`src/rtl/uart_rx_if.sv`:
```
// Stream bundle between uart_rx and its downstream byte consumer:
// a one-entry data/valid/ready stream plus the receiver's status pulses.
interface uart_rx_if;
    logic [7:0] data;
    logic       valid;
    logic       ready;
    logic       frame_err;
    logic       overrun;
    logic       parity_err;

    modport master (
        output data,
        output valid,
        output frame_err,
        output overrun,
        output parity_err,
        input  ready
    );

    modport slave (
        input  data,
        input  valid,
        input  frame_err,
        input  overrun,
        input  parity_err,
        output ready
    );
endinterface

```
`src/rtl/uart_rx.sv`:
```
// UART receiver: 8N1 frames from rxd into a one-entry stream with error pulses.
// Define UART_RX_PARITY_EN for 8E1 frames with parity checking.
module uart_rx #(
    parameter int unsigned CLKS_PER_BIT = 434
) (
    input  logic      clk,
    input  logic      rst,
    input  logic      rxd,
    uart_rx_if.master strm
);

    localparam logic [15:0] HALF_RELOAD = 16'(CLKS_PER_BIT / 2 - 1);
    localparam logic [15:0] FULL_RELOAD = 16'(CLKS_PER_BIT - 1);

    localparam logic [2:0] StIdle     = 3'd0;
    localparam logic [2:0] StStart    = 3'd1;
    localparam logic [2:0] StData     = 3'd2;
`ifdef UART_RX_PARITY_EN
    localparam logic [2:0] StParity   = 3'd3;
`endif
    localparam logic [2:0] StStop     = 3'd4;
    localparam logic [2:0] StWaitIdle = 3'd5;

    logic        rxd_meta_q;
    logic        rxd_s_q;
    logic [2:0]  state_q, state_d;
    logic [15:0] cnt_q, cnt_d;
    logic [2:0]  idx_q, idx_d;
    logic [7:0]  shift_q, shift_d;
    logic        cnt_zero;
    logic        byte_done;
    logic        stop_bad;
    logic        par_fail;
    logic [7:0]  data_q;
    logic        valid_q;
    logic        frame_err_q;
    logic        overrun_q;
    logic        parity_err_q;
`ifdef UART_RX_PARITY_EN
    logic        par_bad_q, par_bad_d;
`endif

    // Two-flop synchroniser; idle-high reset value so reset never looks like a start bit.
    always_ff @(posedge clk or posedge rst) begin
        if (rst) begin
            rxd_meta_q <= 1'b1;
            rxd_s_q    <= 1'b1;
        end else begin
            rxd_meta_q <= rxd;
            rxd_s_q    <= rxd_meta_q;
        end
    end

    assign cnt_zero = (cnt_q == 16'd0);

    always_comb begin
        state_d   = state_q;
        cnt_d     = cnt_q;
        idx_d     = idx_q;
        shift_d   = shift_q;
        byte_done = 1'b0;
        stop_bad  = 1'b0;
        par_fail  = 1'b0;
`ifdef UART_RX_PARITY_EN
        par_bad_d = par_bad_q;
`endif
        case (state_q)
            StIdle: begin
                if (!rxd_s_q) begin
                    cnt_d   = HALF_RELOAD;
                    state_d = StStart;
                end
            end
            StStart: begin
                if (!cnt_zero) begin
                    cnt_d = cnt_q - 16'd1;
                end else if (rxd_s_q) begin
                    state_d = StIdle;
                end else begin
                    cnt_d   = FULL_RELOAD;
                    idx_d   = 3'd0;
                    state_d = StData;
                end
            end
            StData: begin
                if (!cnt_zero) begin
                    cnt_d = cnt_q - 16'd1;
                end else begin
                    shift_d = {rxd_s_q, shift_q[7:1]};
                    cnt_d   = FULL_RELOAD;
                    if (idx_q == 3'd7) begin
`ifdef UART_RX_PARITY_EN
                        state_d = StParity;
`else
                        state_d = StStop;
`endif
                    end else begin
                        idx_d = idx_q + 3'd1;
                    end
                end
            end
`ifdef UART_RX_PARITY_EN
            StParity: begin
                if (!cnt_zero) begin
                    cnt_d = cnt_q - 16'd1;
                end else begin
                    par_bad_d = (rxd_s_q != ^shift_q);
                    cnt_d     = FULL_RELOAD;
                    state_d   = StStop;
                end
            end
`endif
            StStop: begin
                if (!cnt_zero) begin
                    cnt_d = cnt_q - 16'd1;
                end else if (rxd_s_q) begin
                    state_d = StIdle;
`ifdef UART_RX_PARITY_EN
                    // Parity is reported only once the stop bit is known good,
                    // so a doubly-bad frame shows up as a framing error alone.
                    par_fail  = par_bad_q;
                    byte_done = !par_bad_q;
`else
                    byte_done = 1'b1;
`endif
                end else begin
                    stop_bad = 1'b1;
                    state_d  = StWaitIdle;
                end
            end
            StWaitIdle: begin
                if (rxd_s_q) begin
                    state_d = StIdle;
                end
            end
            default: state_d = StIdle;
        endcase
    end

    always_ff @(posedge clk or posedge rst) begin
        if (rst) begin
            state_q   <= StIdle;
            cnt_q     <= 16'd0;
            idx_q     <= 3'd0;
            shift_q   <= 8'h00;
`ifdef UART_RX_PARITY_EN
            par_bad_q <= 1'b0;
`endif
        end else begin
            state_q   <= state_d;
            cnt_q     <= cnt_d;
            idx_q     <= idx_d;
            shift_q   <= shift_d;
`ifdef UART_RX_PARITY_EN
            par_bad_q <= par_bad_d;
`endif
        end
    end

    // One-entry output buffer; a byte arriving while the buffer is stuck is dropped.
    always_ff @(posedge clk or posedge rst) begin
        if (rst) begin
            data_q       <= 8'h00;
            valid_q      <= 1'b0;
            frame_err_q  <= 1'b0;
            overrun_q    <= 1'b0;
            parity_err_q <= 1'b0;
        end else begin
            frame_err_q  <= stop_bad;
            parity_err_q <= par_fail;
            overrun_q    <= byte_done && valid_q && !strm.ready;
            if (byte_done && (!valid_q || strm.ready)) begin
                data_q  <= shift_q;
                valid_q <= 1'b1;
            end else if (valid_q && strm.ready) begin
                valid_q <= 1'b0;
            end
        end
    end

    assign strm.data      = data_q;
    assign strm.valid     = valid_q;
    assign strm.frame_err = frame_err_q;
    assign strm.overrun   = overrun_q;
`ifdef UART_RX_PARITY_EN
    assign strm.parity_err = parity_err_q;
`else
    assign strm.parity_err = 1'b0;
`endif

endmodule

```
`src/flat_wrapper.sv`:
```
// flat-port wrapper written by rule: the top's interface ports become plain ports
module uart_rx_flat 
#(
    parameter int unsigned CLKS_PER_BIT = 434
)
  (clk, rst, rxd, strm_data, strm_valid, strm_frame_err, strm_overrun, strm_parity_err, strm_ready);
  uart_rx_if strm_i ();
  input  logic clk;
  input  logic rst;
  input  logic rxd;
  output wire logic [$bits(strm_i.data)-1:0] strm_data;
  output wire logic [$bits(strm_i.valid)-1:0] strm_valid;
  output wire logic [$bits(strm_i.frame_err)-1:0] strm_frame_err;
  output wire logic [$bits(strm_i.overrun)-1:0] strm_overrun;
  output wire logic [$bits(strm_i.parity_err)-1:0] strm_parity_err;
  input wire logic [$bits(strm_i.ready)-1:0] strm_ready;
  assign strm_data = strm_i.data;
  assign strm_valid = strm_i.valid;
  assign strm_frame_err = strm_i.frame_err;
  assign strm_overrun = strm_i.overrun;
  assign strm_parity_err = strm_i.parity_err;
  assign strm_i.ready = strm_ready;
  uart_rx #(.CLKS_PER_BIT(CLKS_PER_BIT)) u_core (.clk(clk), .rst(rst), .rxd(rxd), .strm(strm_i));
endmodule
```
`config.mk`:
```
export PLATFORM = sky130hd
export DESIGN_NAME = uart_rx_flat
export DESIGN_NICKNAME = d
export VERILOG_FILES = /design/src/rtl/uart_rx_if.sv /design/src/rtl/uart_rx.sv /design/src/flat_wrapper.sv
export SDC_FILE = /design/constraint.sdc
export NUM_CORES = 1
export LEC_CHECK = 0
export ABC_AREA = 1
export BUFFER_PORTS_ARGS = -buffer_cell sky130_fd_sc_hd__buf_2
export CORE_AREA = 10 10 74 76
export DETAILED_ROUTE_END_ITERATION = 16
export DIE_AREA = 0 0 84 86
export GPL_ROUTABILITY_DRIVEN = 0
export PLACE_DENSITY = 0.82
export SLEW_MARGIN = 30
export SYNTH_ARGS = -nofsm -noshare
export SYNTH_HDL_FRONTEND = slang
export SYNTH_SLANG_ARGS = --single-unit
```
`constraint.sdc`:
```
create_clock -name clk -period 3.7 [get_ports clk]
set_input_delay 0 -clock clk [delete_from_list [all_inputs] [get_ports clk]]
set_output_delay 0 -clock clk [all_outputs]
set_load 0.01 [all_outputs]
```
==> results of run 1 <==
==> per-layer routing <==
layer,track usage,routed length [um]
met3,0.03406,165
met2,0.2481,2401
met1,0.1706,2330
met5,0,0
met4,0.05632,77
==> state kept, by name, indices dropped and copies added, names as in the netlist <==
| signal | cells |
|---|---|
| u_core.idx_q | 3 |
| u_core.rxd_s_q | 1 |
| u_core.shift_q | 8 |
| u_core.strm.valid | 1 |
| u_core.strm.overrun | 1 |
| u_core.strm.data | 8 |
| u_core.strm.frame_err | 1 |
| u_core.rxd_meta_q | 1 |
| u_core.state_q | 3 |
| u_core.cnt_q | 16 |
==> cells by family (layout without fill, tap and decap cells) <==
group                    Yosys count  after routing  share of synthesized area
adder cells (fa/ha/maj)            4              4                    0.01983
AO/OA/AOI/OAI                     31             31                    0.07635
AND/OR/NAND/NOR                  191            191                     0.3773
flip-flops                        43             43                     0.4274
XOR/XNOR                           5              5                    0.01735
buffers and inverters             46             66                    0.08032
other                              1              1                   0.001486
==> cell usage after synthesis <==
cell type,instances,area (sq um)
dfstp_2,2,52.55
dfrtp_1,41,1026
nand2_2,8,50.05
xor2_1,4,35.03
o21ai_0,13,65.06
buf_4,1,7.510
nor2_2,7,43.79
inv_2,5,18.77
inv_4,1,6.260
nor2_4,4,45.04
buf_6,3,33.78
nand4_1,9,56.30
buf_2,1,5.000
a21oi_1,2,10.01
ha_1,4,50.05
conb_1,1,3.750
nand2_4,3,33.78
xnor2_1,1,8.760
nand2_1,93,349.1
o21ai_2,7,61.31
nor2_1,30,112.6
nor3_1,4,20.02
nor2_8,1,20.02
a21oi_2,3,26.28
inv_1,34,127.6
nand3_2,2,20.02
nand3_1,25,125.1
nor4_1,1,6.260
clkinv_1,1,3.750
o21ai_1,6,30.03
nand3_4,4,70.07
==> worst min-delay path, delay by kind of cell <==
family / cells / cell delay, ns
AND/OR/NAND/NOR: 2 / 0.26
buffers and inverters: 2 / 0.11
==> path summary, 6_finish.rpt <==
path	from	end	slack (ns)	cells after the start
max in group asynchronous	rst	u_core.rxd_meta_q	2.97	4
setup reg to reg	u_core.cnt_q[0]	u_core.cnt_q[8]	1.86	9
min in group asynchronous	rst	u_core.cnt_q[13]	0.36	4
setup / recovery	u_core.cnt_q[0]	u_core.cnt_q[8]	1.86	9
hold / removal	strm_ready	u_core.strm.valid	0.11	4
hold reg to reg	u_core.rxd_meta_q	u_core.rxd_s_q	0.36	0
==> final cells by class <==
cell class,count,area (sq um),share of cell area
clock buffers,5,68.82,0.02502
clock inverters,3,43.79,0.01592
flip-flops and latches,43,1079,0.3922
inverters,41,156.4,0.05687
multi-input cells,232,1242,0.4518
well taps,50,62.56,0.02275
repair buffers,17,97.59,0.03549
==> timing repair <==
action                    in CTS  in global routing
gates resized for setup        0                  0
setup buffers                  0                  0
hold buffers                   2                  0
hold endpoints to repair      42                  0
==> per-stage QoR <==
step | instance area [sq um] | hold slack, ns | setup slack (ns) | util
6_report | 2750 | 0.1078 | 1.856 | 0.6925
5_1_grt | 2750 | 0.1581 | 1.675 | 0.6925
4_1_cts | 2750 | 0.1070 | 1.857 | 0.6925
3_5_place_dp | 2618 | 0.1067 | 1.865 | 0.6591
3_3_place_gp | 2618 | 0.1060 | 1.947 | 0.6591
2_1_floorplan | 2524 | 0.004478 | 2.135 | -
==> power by group <==
group | total, mW | switching [mW] | internal (mW)
clock | 0.364 | 0.164 | 0.201
sequential | 0.473 | 0.00121 | 0.471
combinational | 0.0158 | 0.0119 | 0.00395
total | 0.853 | 0.177 | 0.676
==> impl_metrics.csv, run 1 <==
group,metric,value,unit
clock_network,clk_pin_slew_worst_paths,0.08,ns
setup_path,path_buf_inv,2,
logic_synthesis,syn_avg_cell_area,7.862,sq um
timing,fin_crit,1.844,ns
grt,grt_pass1_wl,8838,um
cells_and_area,area_growth,8.974,%
pwr,p_leak,1.440,nW
detailed_routing,initialDrtViolationCount,146,
timing,rsz0062_at_grt,"false",
logic_synthesis,syn_area,2524,sq um
grt,track_usage,0.1445,
timing,max_slew_margin,0.6603,
detailed_routing,wirelength,4975,um
logic_synthesis,netlist_instances,321,
setup_path,arrival,2.03,ns
setup_path,crit_slowest_cell,"dfrtp_1",
pwr,fin_total_pwr,0.8529,mW
die,rows,23,
clock_network,clock-sinks,43,
timing,fin_skew,0.004516,ns
cells_and_area,stdcell_count,391,
cells_and_area,diodes,0,
setup_path,path_max_fanout,17,
pwr,p_per_area,310.1,nW/um^2
logic_synthesis,yosysWarnings,0,
setup_path,crit_type,"flop to flop",
grt,grt_antenna_before_repair,0,
pwr,vdd_drop_max,0.0002666,V
die,core,3971,sq um
cells_and_area,final_cell_mix,"nand2_1 (93), dfrtp_1 (41), inv_1 (33), nor2_1 (30), nand3_1 (25)",
min_path,min_path_type,"input port to flop",
timing,setup_viol,0,
grt,grt_max_degree,44,
grt,grt_pass1_vias,2006,
setup_path,max_stage_delay,0.42,ns
detailed_routing,drc_errors,0,
cells_and_area,nFillCells,322,
detailed_routing,wl_per_cell,12.72,um
logic_synthesis,syn-num-nets,329,
setup_path,crit_family,"simple AND/OR/NAND/NOR gates",
detailed_routing,ant_nets,0,
setup_path,required,3.89,ns
die,die_h,86,um
timing,slew_violations,0,
logic_synthesis,ys_ff_latch,43,
timing,setup_tns,0,ns
die,io-pin-count,16,
flow_run,max_cap_violations,0,
setup_path,critPathLaunchType,"flop",
die,fp.dieW,84,um
grt,grt_remaining_overflow,0,
timing,fin_crit_sh,0.4983,
cells_and_area,fin_nets,348,
cells_and_area,final_common_cell,"nand2_1",
place,placedCellCount,381,
clock_network,clock-root-buffer,"clkbuf_8",
die,die_area,7224,sq um
clock_network,cts_buffer_depth,2,
detailed_routing,vias_per_cell,5.197,
clock_network,h-tree-depth,2,
die,initial_core_util,0.6355,
timing,worst_pin_slew,0.5096,ns
timing,fmax,542.3,MHz
logic_synthesis,ys_seq_area_frac,0.4274,
clock_network,cts_tree,"built",
setup_path,crit_chain,"inv_1 -> ha_1 -> nand3_1 -> nor2_2 -> nand3_4 -> nand2_4 -> inv_4 -> o21ai_0 -> nand2_1",
logic_synthesis,synth_cell_type_count,31,
setup_path,critical_path.endpoint_type,"flop",
timing,hold_viol,0,
detailed_routing,vias,2032,
clock_network,cts_buffers,5,
clock_network,worstSkewPairLatency,0.30,ns
place,dpl.hpwl,3808,um
place,portBuffers,14,
cells_and_area,final_layout_size_suffix_gt1_frac,0.2053,
run_status,outcome,"finished clean",
detailed_routing,drt_pass1_iterations,4,
Power figures use the tool's default switching activity.
==> run 2, diff against run 1 <==
Settings changed: CORE_AREA 10 10 74 76 to 10 10 80 82, DIE_AREA 0 0 84 86 to 0 0 90 92, PLACE_DENSITY 0.82 to 0.73.
Clock period 3.7 ns to 1.6 ns, I/O delays scaled along.
==> impl_metrics.csv, run 2 (same netlist as run 1, synthesis figures left out) <==
group,metric,value,unit
run_status,outcome,"complete, but fails checks",
run_status,violations,"negative setup slack",
detailed_routing,drt_pass1_iterations,6,
cells_and_area,fin_nets,380,
setup_path,crit_type,"flop to flop",
clock_network,h-tree-depth,2,
place,portBuffers,14,
pwr,p_per_area,625.7,nW/um^2
setup_path,path_max_fanout,4,
pwr,fin_total_pwr,1.977,mW
timing,fmax,618.1,MHz
detailed_routing,initialDrtViolationCount,130,
clock_network,cts_buffer_depth,2,
setup_path,required,1.78,ns
die,rows,26,
clock_network,cts_tree,"built",
grt,grt_max_degree,44,
die,core,4912,sq um
place,dpl.hpwl,4025,um
timing,fin_crit_sh,1.011,
detailed_routing,vias_per_cell,5.117,
grt,grt_antenna_before_repair,0,
pwr,clkPwrFrac,0.428,
cells_and_area,final_layout_size_suffix_gt1_frac,0.3405,
timing,hold_viol,0,
cells_and_area,stdcell_count,443,
detailed_routing,vias,2267,
clock_network,cts_buffers,5,
clock_network,clk_pin_slew_worst_paths,0.08,ns
detailed_routing,wl_per_cell,12.92,um
cells_and_area,area_growth,25.24,%
grt,track_usage,0.1376,
timing,setup_viol,1,
cells_and_area,top_register,"u_core.cnt_q",
pwr,comb_power_share,0.019,
pwr,p_int,1.564,mW
die,fp.dieW,90,um
detailed_routing,ant_nets,0,
cells_and_area,post-route-cell-area,3161,sq um
place,placedCellCount,428,
pwr,vdd_drop_max,0.0004429,V
clock_network,clock-root-buffer,"clkbuf_8",
grt,grt_pass1_wl,9515,um
die,die_area,8280,sq um
detailed_routing,drc_errors,0,
cells_and_area,final_cell_mix,"nand2_1 (88), dfrtp_1 (40), inv_1 (30), buf_4 (30)",
timing,worst_slack,-0.01782,ns
timing,fin_crit,1.618,ns
flow_run,max_cap_violations,0,
cells_and_area,final_common_cell,"nand2_1",
timing,max_slew_margin,0.6446,
timing,slew_violations,0,
cells_and_area,largest_reg_flops,16,
clock_network,worstSkewPairLatency,0.30,ns
timing,hold_slack,0.1757,ns
timing,worst_pin_slew,0.5331,ns
setup_path,critical_path.endpoint_type,"flop",
die,io-pin-count,16,
setup_path,critPathLaunchType,"flop",
grt,grt_pass1_vias,2179,
die,initial_core_util,0.5138,
pwr,swShare,0.2091,
pwr,p_seq_frac,0.553,
clock_network,clock-sinks,43,
cells_and_area,diodes,0,
grt,grt_remaining_overflow,0,
timing,rsz0062_at_grt,"true",
setup_path,arrival,1.80,ns
timing,fin_skew,0.005245,ns
pwr,p_leak,1.600,nW
min_path,min_path_type,"input port to flop",
pwr,netSwitchingPower,0.4135,mW
detailed_routing,wirelength,5724,um
die,die_h,92,um
place,placed_cell_area,2858,sq um
## run 2: path summary, 6_finish.rpt
check	endpoint	slack [ns]	from	depth (start not counted)
worst max register to register	u_core.cnt_q[0]	-0.02	u_core.cnt_q[0]	10
max in group asynchronous	u_core.cnt_q[2]	0.85	rst	4
worst min register to register	u_core.rxd_s_q	0.36	u_core.rxd_meta_q	0
worst min-delay path	u_core.strm.overrun	0.18	strm_ready	4
min in group asynchronous	u_core.shift_q[2]	0.36	rst	4
worst max-delay path	u_core.cnt_q[0]	-0.02	u_core.cnt_q[0]	10
## run 2: power groups by stage
stage	clock network (mW)	registers, mW	logic [mW]
floorplan	0	1.11	0.0243
global placement	0	1.11	0.0351
detailed placement	0	1.11	0.0356
CTS	0.875	1.09	0.0396
global route	0.912	1.09	0.0433
finish	0.847	1.09	0.0374
## run 2: worst max-delay path: stages, from the launching register on
cell and delay, ns:
dfrtp_1 0.41, inv_2 0.10, ha_4 0.15, nand3_2 0.09, nor2_4 0.19, nand3_4 0.11, nand2_4 0.12, buf_12 0.12
nor2_8 0.04, nand2_2 0.09, o21ai_2 0.08
## run 2: stage by stage
stage                      TNS, ns  setup slack [ns]  utilization
after floorplan                  0           0.03496            -
after global placement           0           0.02097       0.5818
after detailed placement   -0.2959          -0.06187       0.5818
after CTS                        0         0.0003758       0.6149
after global routing        -1.479           -0.1016       0.6434
final                     -0.01782          -0.01782       0.6434
## run 2: layout make-up
type	instances	area (sq um)
Multi-Input combinational cell	233	1375
Timing Repair Buffer	48	346.6
Sequential cell	43	1080
Inverter	41	158.9
Tap cell	70	87.58
Fill cell	393	1752
Clock inverter	3	43.79
Clock buffer	5	68.82
## run 2: routing by layer
metal  GRT usage  vias to the layer above  share of wire
met5           0                        -              0
met4     0.04775                        0          0.028
met3     0.03504                       16          0.056
met2      0.2506                       64           0.50
met1      0.1525                     1063           0.42
li1            -                     1124              -
## run 2: what timing repair did
action,4_1_cts,5_1_grt
hold endpoints to repair,42,0
pin swaps,2,9
resized for setup,5,33
setup buffers,0,4
hold buffers,2,0
gates cloned,1,0
endpoints found under the setup margin,24,39
